--- config.mk ---
export PLATFORM = sky130hd
export DESIGN_NAME = uart_tx_frame
export DESIGN_NICKNAME = d
export VERILOG_FILES = /design/src/rtl/uart_pkg.sv /design/src/rtl/uart_baud_tick.sv /design/src/rtl/uart_tx_frame.sv
export SDC_FILE = /design/constraint.sdc
export NUM_CORES = 1
export LEC_CHECK = 0
export BUFFER_PORTS_ARGS = -buffer_cell sky130_fd_sc_hd__buf_2
export CAP_MARGIN = 20
export CELL_PAD_IN_SITES_DETAIL_PLACEMENT = 1
export CELL_PAD_IN_SITES_GLOBAL_PLACEMENT = 1
export CORE_ASPECT_RATIO = 0.7
export CORE_MARGIN = 4
export CORE_UTILIZATION = 48
export CTS_CLUSTER_SIZE = 20
export DETAILED_ROUTE_END_ITERATION = 10
export GPL_TIMING_DRIVEN = 1
export PLACE_DENSITY_LB_ADDON = 0.15
export SYNTH_ARGS = -nofsm -noshare
export SYNTH_HDL_FRONTEND = slang
export SYNTH_HIERARCHICAL = 1
export SYNTH_SLANG_ARGS = --single-unit
--- constraint.sdc ---
create_clock -name clock -period 2.77 [get_ports clock]
set_input_delay 0.1385 -clock clock [delete_from_list [all_inputs] [get_ports clock]]
set_output_delay 0.1385 -clock clock [all_outputs]
set_load 0.05 [all_outputs]
--- src/rtl/uart_pkg.sv ---
// Shared UART definitions for the TX path (and the RX path that will follow).
// Holds the parity mode encoding, the TX FSM state type and a parity helper.
package uart_pkg;

  localparam int unsigned UART_PAR_NONE = 0;
  localparam int unsigned UART_PAR_ODD  = 1;
  localparam int unsigned UART_PAR_EVEN = 2;

  typedef enum logic [2:0] {
    StIdle,
    StStart,
    StData,
    StParity,
    StStop
  } uart_tx_state_t;

  // Parity over the low nbits of data; odd mode inverts the XOR reduction.
  function automatic logic parity_bit(input logic [8:0] data, input int unsigned nbits,
                                      input int unsigned mode);
    logic x;
    x = 1'b0;
    for (int i = 0; i < 9; i++) begin
      if (i < nbits) x = x ^ data[i];
    end
    return (mode == UART_PAR_ODD) ? ~x : x;
  endfunction

endpackage

--- src/rtl/uart_baud_tick.sv ---
// Baud-rate tick generator.
// Ports:
//   clock - system clock
//   reset - synchronous active-high reset
//   clear - restart the count at zero on the next cycle
//   tick  - high while the count equals DIVISOR-1
module uart_baud_tick #(
  parameter int unsigned DIVISOR = 4
) (
  input  logic clock,
  input  logic reset,
  input  logic clear,
  output logic tick
);

  localparam int unsigned CntW = (DIVISOR > 1) ? $clog2(DIVISOR) : 1;
  localparam logic [CntW-1:0] CntMax = CntW'(DIVISOR - 1);

  logic [CntW-1:0] cnt_q, cnt_d;

  always_comb begin
    cnt_d = cnt_q + CntW'(1);
    if (clear || (cnt_q == CntMax)) cnt_d = '0;
  end

  always_ff @(posedge clock) begin
    if (reset) cnt_q <= '0;
    else       cnt_q <= cnt_d;
  end

  assign tick = (cnt_q == CntMax);

endmodule

--- src/rtl/uart_tx_frame.sv ---
// UART transmitter: pops words from a first-word-fall-through buffer and sends
// them LSB-first with optional parity and 1 or 2 stop bits.
// Ports:
//   clock, reset        - system clock, synchronous active-high reset
//   tx_data             - head word of the TX buffer
//   tx_buf_not_empty    - buffer holds at least one word
//   tx_read_buf         - one-cycle pop strobe (combinational)
//   tx_pin_out          - serial line, idle high (registered)
//   tx_busy             - frame in progress (registered)
//   tx_done             - one-cycle pulse after the last stop-bit cycle (registered)
module uart_tx_frame
  import uart_pkg::*;
#(
  parameter int unsigned CLK_FREQ  = 50_000_000,
  parameter int unsigned BAUD_RATE = 115_200,
  parameter int unsigned DATA_BITS = 8,
  parameter int unsigned PARITY    = UART_PAR_NONE,
  parameter int unsigned STOP_BITS = 1
) (
  input  logic                 clock,
  input  logic                 reset,
  input  logic [DATA_BITS-1:0] tx_data,
  input  logic                 tx_buf_not_empty,
  output logic                 tx_read_buf,
  output logic                 tx_pin_out,
  output logic                 tx_busy,
  output logic                 tx_done
);

  localparam int unsigned DIVISOR = CLK_FREQ / BAUD_RATE;
  localparam int unsigned BitCntW = 4;

  if (DIVISOR < 2) begin : g_bad_divisor
    $error("uart_tx_frame: DIVISOR must be at least 2");
  end
  if (DATA_BITS < 5 || DATA_BITS > 9) begin : g_bad_data_bits
    $error("uart_tx_frame: DATA_BITS must be 5..9");
  end
  if (STOP_BITS < 1 || STOP_BITS > 2) begin : g_bad_stop_bits
    $error("uart_tx_frame: STOP_BITS must be 1 or 2");
  end
  if (PARITY > UART_PAR_EVEN) begin : g_bad_parity
    $error("uart_tx_frame: unknown PARITY mode");
  end

  uart_tx_state_t       state_q;
  logic [DATA_BITS-1:0] shreg_q;
  logic [BitCntW-1:0]   bit_cnt_q;
  logic                 par_q;
  logic                 pin_q;
  logic                 busy_q;
  logic                 done_q;
  logic                 tick;

  // Pop only from IDLE and never while reset is being sampled.
  assign tx_read_buf = (state_q == StIdle) && tx_buf_not_empty && !reset;

  // The pop restarts the baud phase so every frame starts on a fresh count.
  uart_baud_tick #(
    .DIVISOR(DIVISOR)
  ) u_baud_tick (
    .clock(clock),
    .reset(reset),
    .clear(tx_read_buf),
    .tick (tick)
  );

  always_ff @(posedge clock) begin
    if (reset) begin
      state_q   <= StIdle;
      shreg_q   <= '0;
      bit_cnt_q <= '0;
      par_q     <= 1'b0;
      pin_q     <= 1'b1;
      busy_q    <= 1'b0;
      done_q    <= 1'b0;
    end else begin
      done_q <= 1'b0;
      unique case (state_q)
        StIdle: begin
          pin_q <= 1'b1;
          if (tx_buf_not_empty) begin
            shreg_q   <= tx_data;
            par_q     <= parity_bit(9'(tx_data), DATA_BITS, PARITY);
            bit_cnt_q <= '0;
            pin_q     <= 1'b0;
            busy_q    <= 1'b1;
            state_q   <= StStart;
          end
        end
        StStart: begin
          if (tick) begin
            pin_q     <= shreg_q[0];
            shreg_q   <= shreg_q >> 1;
            bit_cnt_q <= '0;
            state_q   <= StData;
          end
        end
        StData: begin
          if (tick) begin
            if (bit_cnt_q == BitCntW'(DATA_BITS - 1)) begin
              bit_cnt_q <= '0;
              if (PARITY != UART_PAR_NONE) begin
                pin_q   <= par_q;
                state_q <= StParity;
              end else begin
                pin_q   <= 1'b1;
                state_q <= StStop;
              end
            end else begin
              pin_q     <= shreg_q[0];
              shreg_q   <= shreg_q >> 1;
              bit_cnt_q <= bit_cnt_q + BitCntW'(1);
            end
          end
        end
        StParity: begin
          if (tick) begin
            pin_q     <= 1'b1;
            bit_cnt_q <= '0;
            state_q   <= StStop;
          end
        end
        StStop: begin
          if (tick) begin
            if (bit_cnt_q == BitCntW'(STOP_BITS - 1)) begin
              busy_q    <= 1'b0;
              done_q    <= 1'b1;
              bit_cnt_q <= '0;
              state_q   <= StIdle;
            end else begin
              bit_cnt_q <= bit_cnt_q + BitCntW'(1);
            end
          end
        end
        default: state_q <= StIdle;
      endcase
    end
  end

  assign tx_pin_out = pin_q;
  assign tx_busy    = busy_q;
  assign tx_done    = done_q;

endmodule

# Yosys cells after proc, flatten, opt, wreduce, memory -nomap -nowiden
# Cells that the tools add are included.
# totals
ff_bits	27
in_bits	11
# classes
addsub	2
eq_ne	15
muxes	31
n_bitwise	2
reduce_logical	18
# ops
operator	n
8-bit two-way mux	4
4-bit two-way mux	6
8-bit one-hot mux with 3 select lines	1
3-bit two-way mux	7
2-bit != test, second input constant	8
4-bit one-hot mux with 4 select lines	1
3-bit one-hot mux with 5 select lines	1
5-bit AND reduction	2
9-bit by 1-bit adder with 9-bit output, second input constant	1
9-bit == test, second input constant	1
1-bit two-way mux	9
4-bit AND reduction	2
4-bit nonzero test	2
7-bit AND reduction	1
3-bit by 2-bit == test with 1-bit output, second input constant	2
4-bit by 1-bit adder with 4-bit output, second input constant	1
4-bit by 3-bit == test with 1-bit output, second input constant	1
4-bit zero test	1
1-bit one-hot mux with 4 select lines	1
2-bit OR reduction	2
3-bit by 1-bit == test with 1-bit output, second input constant	1
3-bit == test, second input constant	1
3-bit zero test	1
3-bit nonzero test	1
other kinds (8)	10

# Depth between registers and ports, before layout
# logic_depth
word_depth	5
depth_mapped	9

# Modules after synthesis
# The synthesis kept the hierarchy.
# modules_own_cells
module	instances	cells_per_inst	area_each_um2	seq_area_each_um2
uart_tx_frame	1	108	1058.5	360.3
uart_baud_tick	1	49	446.7	180.2

# Least setup slack after synthesis
# No wires, ideal clock.
# synth_path
kind	reg-to-reg
from	register state_q[0]
to	register u_baud_tick.cnt_q[2]
setup_time_ns	0.124
arrival_time_ns	2.242
t_required_ns	2.646
slack_ns	0.404
path_stages_with_launch	8
cell_sequence	dfxtp_1 buf_6 nor2_4 nand2_1 nor3_1 nor2_1 o31ai_4 nor2_1
# synth_between
elab_chain_len	5
# synth_rtl
item	line_no	source
from (decl)	uart_tx_frame.sv:46	uart_tx_state_t state_q;
from (signal assigned)	uart_tx_frame.sv:70	state_q <= StIdle;
from (signal assigned)	uart_tx_frame.sv:88	state_q <= StStart;
from (signal assigned)	uart_tx_frame.sv:96	state_q <= StData;
3-bit zero test	uart_tx_frame.sv:56	assign tx_read_buf = (state_q == StIdle) && tx_buf_not_empty && !reset;
1-bit logical AND (2 in series)	uart_tx_frame.sv:56	
net tx_read_buf	uart_tx_frame.sv:24	output logic tx_read_buf,
1-bit logical OR	uart_baud_tick.sv:23	if (clear || (cnt_q == CntMax)) cnt_d = '0;
2-bit OR reduction (no line)	-	
to (signal assigned)	uart_baud_tick.sv:28	else cnt_q <= cnt_d;
to (decl)	uart_baud_tick.sv:19	logic [CntW-1:0] cnt_q, cnt_d;
# The timed path passes the listed nets, and every way through them passes these cells.
# A chain may end at the register's enable or synchronous reset.

# Worst setup path in the final report
# layout_path
from	register u_baud_tick.cnt_q[0]
to	register shreg_q[2]
# layout_between
elab_chain_len	3
word_cells_on_any_way	4
# layout_rtl
item	line_no	source
9-bit == test *	uart_baud_tick.sv:31	assign tick = (cnt_q == CntMax);
net tick	uart_tx_frame.sv:53	logic tick;
2-bit != test (no line)	-	
5-bit AND reduction (no line) *	-	
to (signal assigned)	uart_tx_frame.sv:83	shreg_q <= tx_data;
to (signal assigned)	uart_tx_frame.sv:94	shreg_q <= shreg_q >> 1;
to (signal assigned)	uart_tx_frame.sv:112	shreg_q <= shreg_q >> 1;
to (decl)	uart_tx_frame.sv:47	logic [DATA_BITS-1:0] shreg_q;
# Mark *: on every way through the listed nets, which the timed path passes. The rest lies on a longest branch.

==> impl_metrics.tcl <==
set metrics [dict create \
    pin_count 15 \
    synth_nets 172 \
    irDropWorstVdd_uv 358 \
    ctsResizeCount 0 \
    layout-drive-gt1-share_pct 19.5 \
    cp_max_fo 15 \
    globalplace.congestion 0.865 \
    finalSetupViolCount 0 \
    vias_per_cell 5.69 \
    hold_buffers 0 \
    crit_path_end_kind "register" \
    netlist_instances 157 \
    ys_top_cells_by_area "dfxtp_1 (36%), mux2i_1 (6.0%), nor2_1 (3.7%)" \
    synthArstFlopShare_pct 0 \
    vias 1167 \
    hold_start "tx_data[7]" \
    yosysMostFrequentCell "dfxtp_1" \
    die-area_um2 4110 \
    max_freq_mhz 433 \
    syn-cell-area_um2 1510 \
    reg2reg_setup_slack_ns 0.46 \
    cts_buffers 3 \
    synth_area_per_cell_um2 9.59 \
    initial_core_util_pct 51.9 \
    p_total_w 0.000765 \
    reg2reg_depth 8 \
    diodes 0 \
    core-area_um2 2900 \
    synth_area_leader_cell "dfxtp_1" \
    cts_tree "yes" \
    hold_path_depth 3 \
    die_y_um 54.9 \
    rsz0062_at_grt "false" \
    placed_cells 201 \
    rows 16 \
    synth_ff_type "dfxtp_1" \
    syn2layout_area_growth_pct 7.90 \
    cts_setup_buffers 0 \
    io_buffers 14 \
    r2r-end "shreg_q[2]" \
    maxCapViolCount 0 \
    setup_tns_ns 0 \
    routed_wirelength_um 3190 \
    cts_num_sinks 27 \
    cts_buffer_depth 2 \
    worst_clock_skew_ns 0.00711 \
    yosys_warnings 6 \
    worstMarginPinSlew_ns 0.638 \
    synth_top_area_share_pct 35.9 \
    worstSetupPathType "reg2reg" \
    status "completed" \
    antenna_found_initial 0 \
    start_kind "register" \
    clk_latency_ns 0.28 \
    grt_pass1_vias 1136 \
    slew_violations 0 \
    relSlewSlack_pct 57.4 \
    clk_pin_slew_ns 0.10 \
    hold_path.class "in2reg" \
    hold_viol_final 0 \
    dr.pass1.iters 4 \
    final.min_clock_period_ns 2.31 \
    drtAntennaViolNets 0 \
    synth_seq_cells 27 \
    die_x_um 74.9 \
    r2r_start "u_baud_tick/cnt_q[0]" \
    synthTopCellsByCount "dfxtp_1 (27), nor2_1 (15), mux2i_1 (9), a21oi_1 (8), inv_1 (7)" \
    drc 0 \
    place_hpwl_um 2380 \
    ys_seq_area_share_pct 35.9 \
    cts_root_buffer "clkbuf_8" \
    cellPowerDensity_nw_per_um2 471 \
    required_ns 2.97 \
    synth_edf_count 0 \
    layout.cells.non_filler 205 \
    min_to "shreg_q[7]" \
    h-tree-depth 1 \
    drtIter0Drc 45 \
    synthDistinctLibCells 51 \
    fin_crit_sh_pct 83.4 \
    grt_usage_pct 17.3 \
    grt_pass1_wl_um 5350 \
    grt_max_degree 25 \
    grt_overflow 0 \
    leakagePower_nw 0.590 \
    wire_per_inst_um 15.5 \
    cp.arrival_ns 2.51 \
    final_nets 185 \
]
==> through the flow <==
| step | setup slack, ns | instance area [um2] | utilization [%] | hold slack [ns] |
|---|---|---|---|---|
| floorplan | 0.404 | 1510 | - | 0.303 |
| global placement | 0.630 | 1580 | 54.4 | 0.425 |
| detailed placement | 0.475 | 1580 | 54.4 | 0.434 |
| CTS | 0.437 | 1620 | 55.9 | 0.131 |
| global route | 0.247 | 1620 | 55.9 | 0.128 |
| finish | 0.460 | 1620 | 55.9 | 0.135 |
==> worst max-delay path, cell delays in order, from the launching register on <==
cell	delay [ns]
dfxtp_1	0.43
ha_1	0.19
nand2_1	0.14
nor3_1	0.24
buf_4	0.21
mux2i_1	0.12
o32ai_4	0.55
nor2_1	0.12
a211oi_2	0.23
==> registers in the layout (all words and copies together) (netlist names) <==
register	count
bit_cnt_q	4
shreg_q	8
state_q	3
tx_busy	1
tx_done	1
tx_pin_out	1
u_baud_tick/cnt_q	9
==> power by group <==
group	internal, W	switching [W]
clock	0.000101	0.000129
sequential	0.000406	0.0000178
combinational	0.0000460	0.0000649
total	0.000553	0.000212
==> logic make-up after synthesis <==
logic type	share of synthesized area, %
compound gates	20.4
buf+inv	5.07
mux	7.48
simple gates	24.2
xor+xnor	3.57
fa+ha+maj	3.33
flops	35.9
==> layout by cell type (no fill, tap or decap), types with 2 or more instances in the layout <==
| cell | instances |
|---|---|
| a211oi_1 | 5 |
| nand2_1 | 6 |
| or3_1 | 3 |
| inv_1 | 7 |
| buf_2 | 14 |
| nor3_1 | 4 |
| or3b_1 | 3 |
| nor3b_1 | 3 |
| xor2_1 | 2 |
| o31ai_1 | 2 |
| nand3_1 | 6 |
| or2_1 | 2 |
| nor2_1 | 15 |
| nand4_1 | 2 |
| clkbuf_8 | 3 |
| mux2i_1 | 9 |
| a21oi_1 | 8 |
| nand2b_1 | 6 |
| ha_1 | 4 |
| dfxtp_1 | 27 |
| a211oi_2 | 3 |
| nand3b_1 | 2 |
| a31oi_1 | 4 |
==> per-layer routing <==
layer  up-vias  GRT usage [%]  routed length (um)
li1        601              -                   -
met1       548           24.8                1700
met2        14           26.7                1370
met3         4           3.85                 105
met4         0           3.55                  19
met5         -              0                   0
==> worst max path at each step <==
stage,cells after the start,to,slack [ns],start
6_report,8,shreg_q[2],0.46,u_baud_tick/cnt_q[0]
5_1_grt,8,shreg_q[2],0.25,u_baud_tick/cnt_q[0]
4_1_cts,8,shreg_q[2],0.44,u_baud_tick/cnt_q[0]
3_5_place_dp,7,shreg_q[2],0.48,u_baud_tick/cnt_q[2]
3_3_place_gp,7,shreg_q[0],0.63,u_baud_tick/cnt_q[2]
2_1_floorplan,7,u_baud_tick/cnt_q[2],0.40,state_q[0]
==> final cells by class <==
class                   instances  area, um2
fillers                       343       1280
multi-input cells             116        888
flip-flops and latches         27        541
repair buffers                 15       77.6
well taps                      36       45.0
clock buffers                   3       41.3
inverters                       7       26.3
clock inverters                 1       5.00
(Power assumes the default switching activity.)
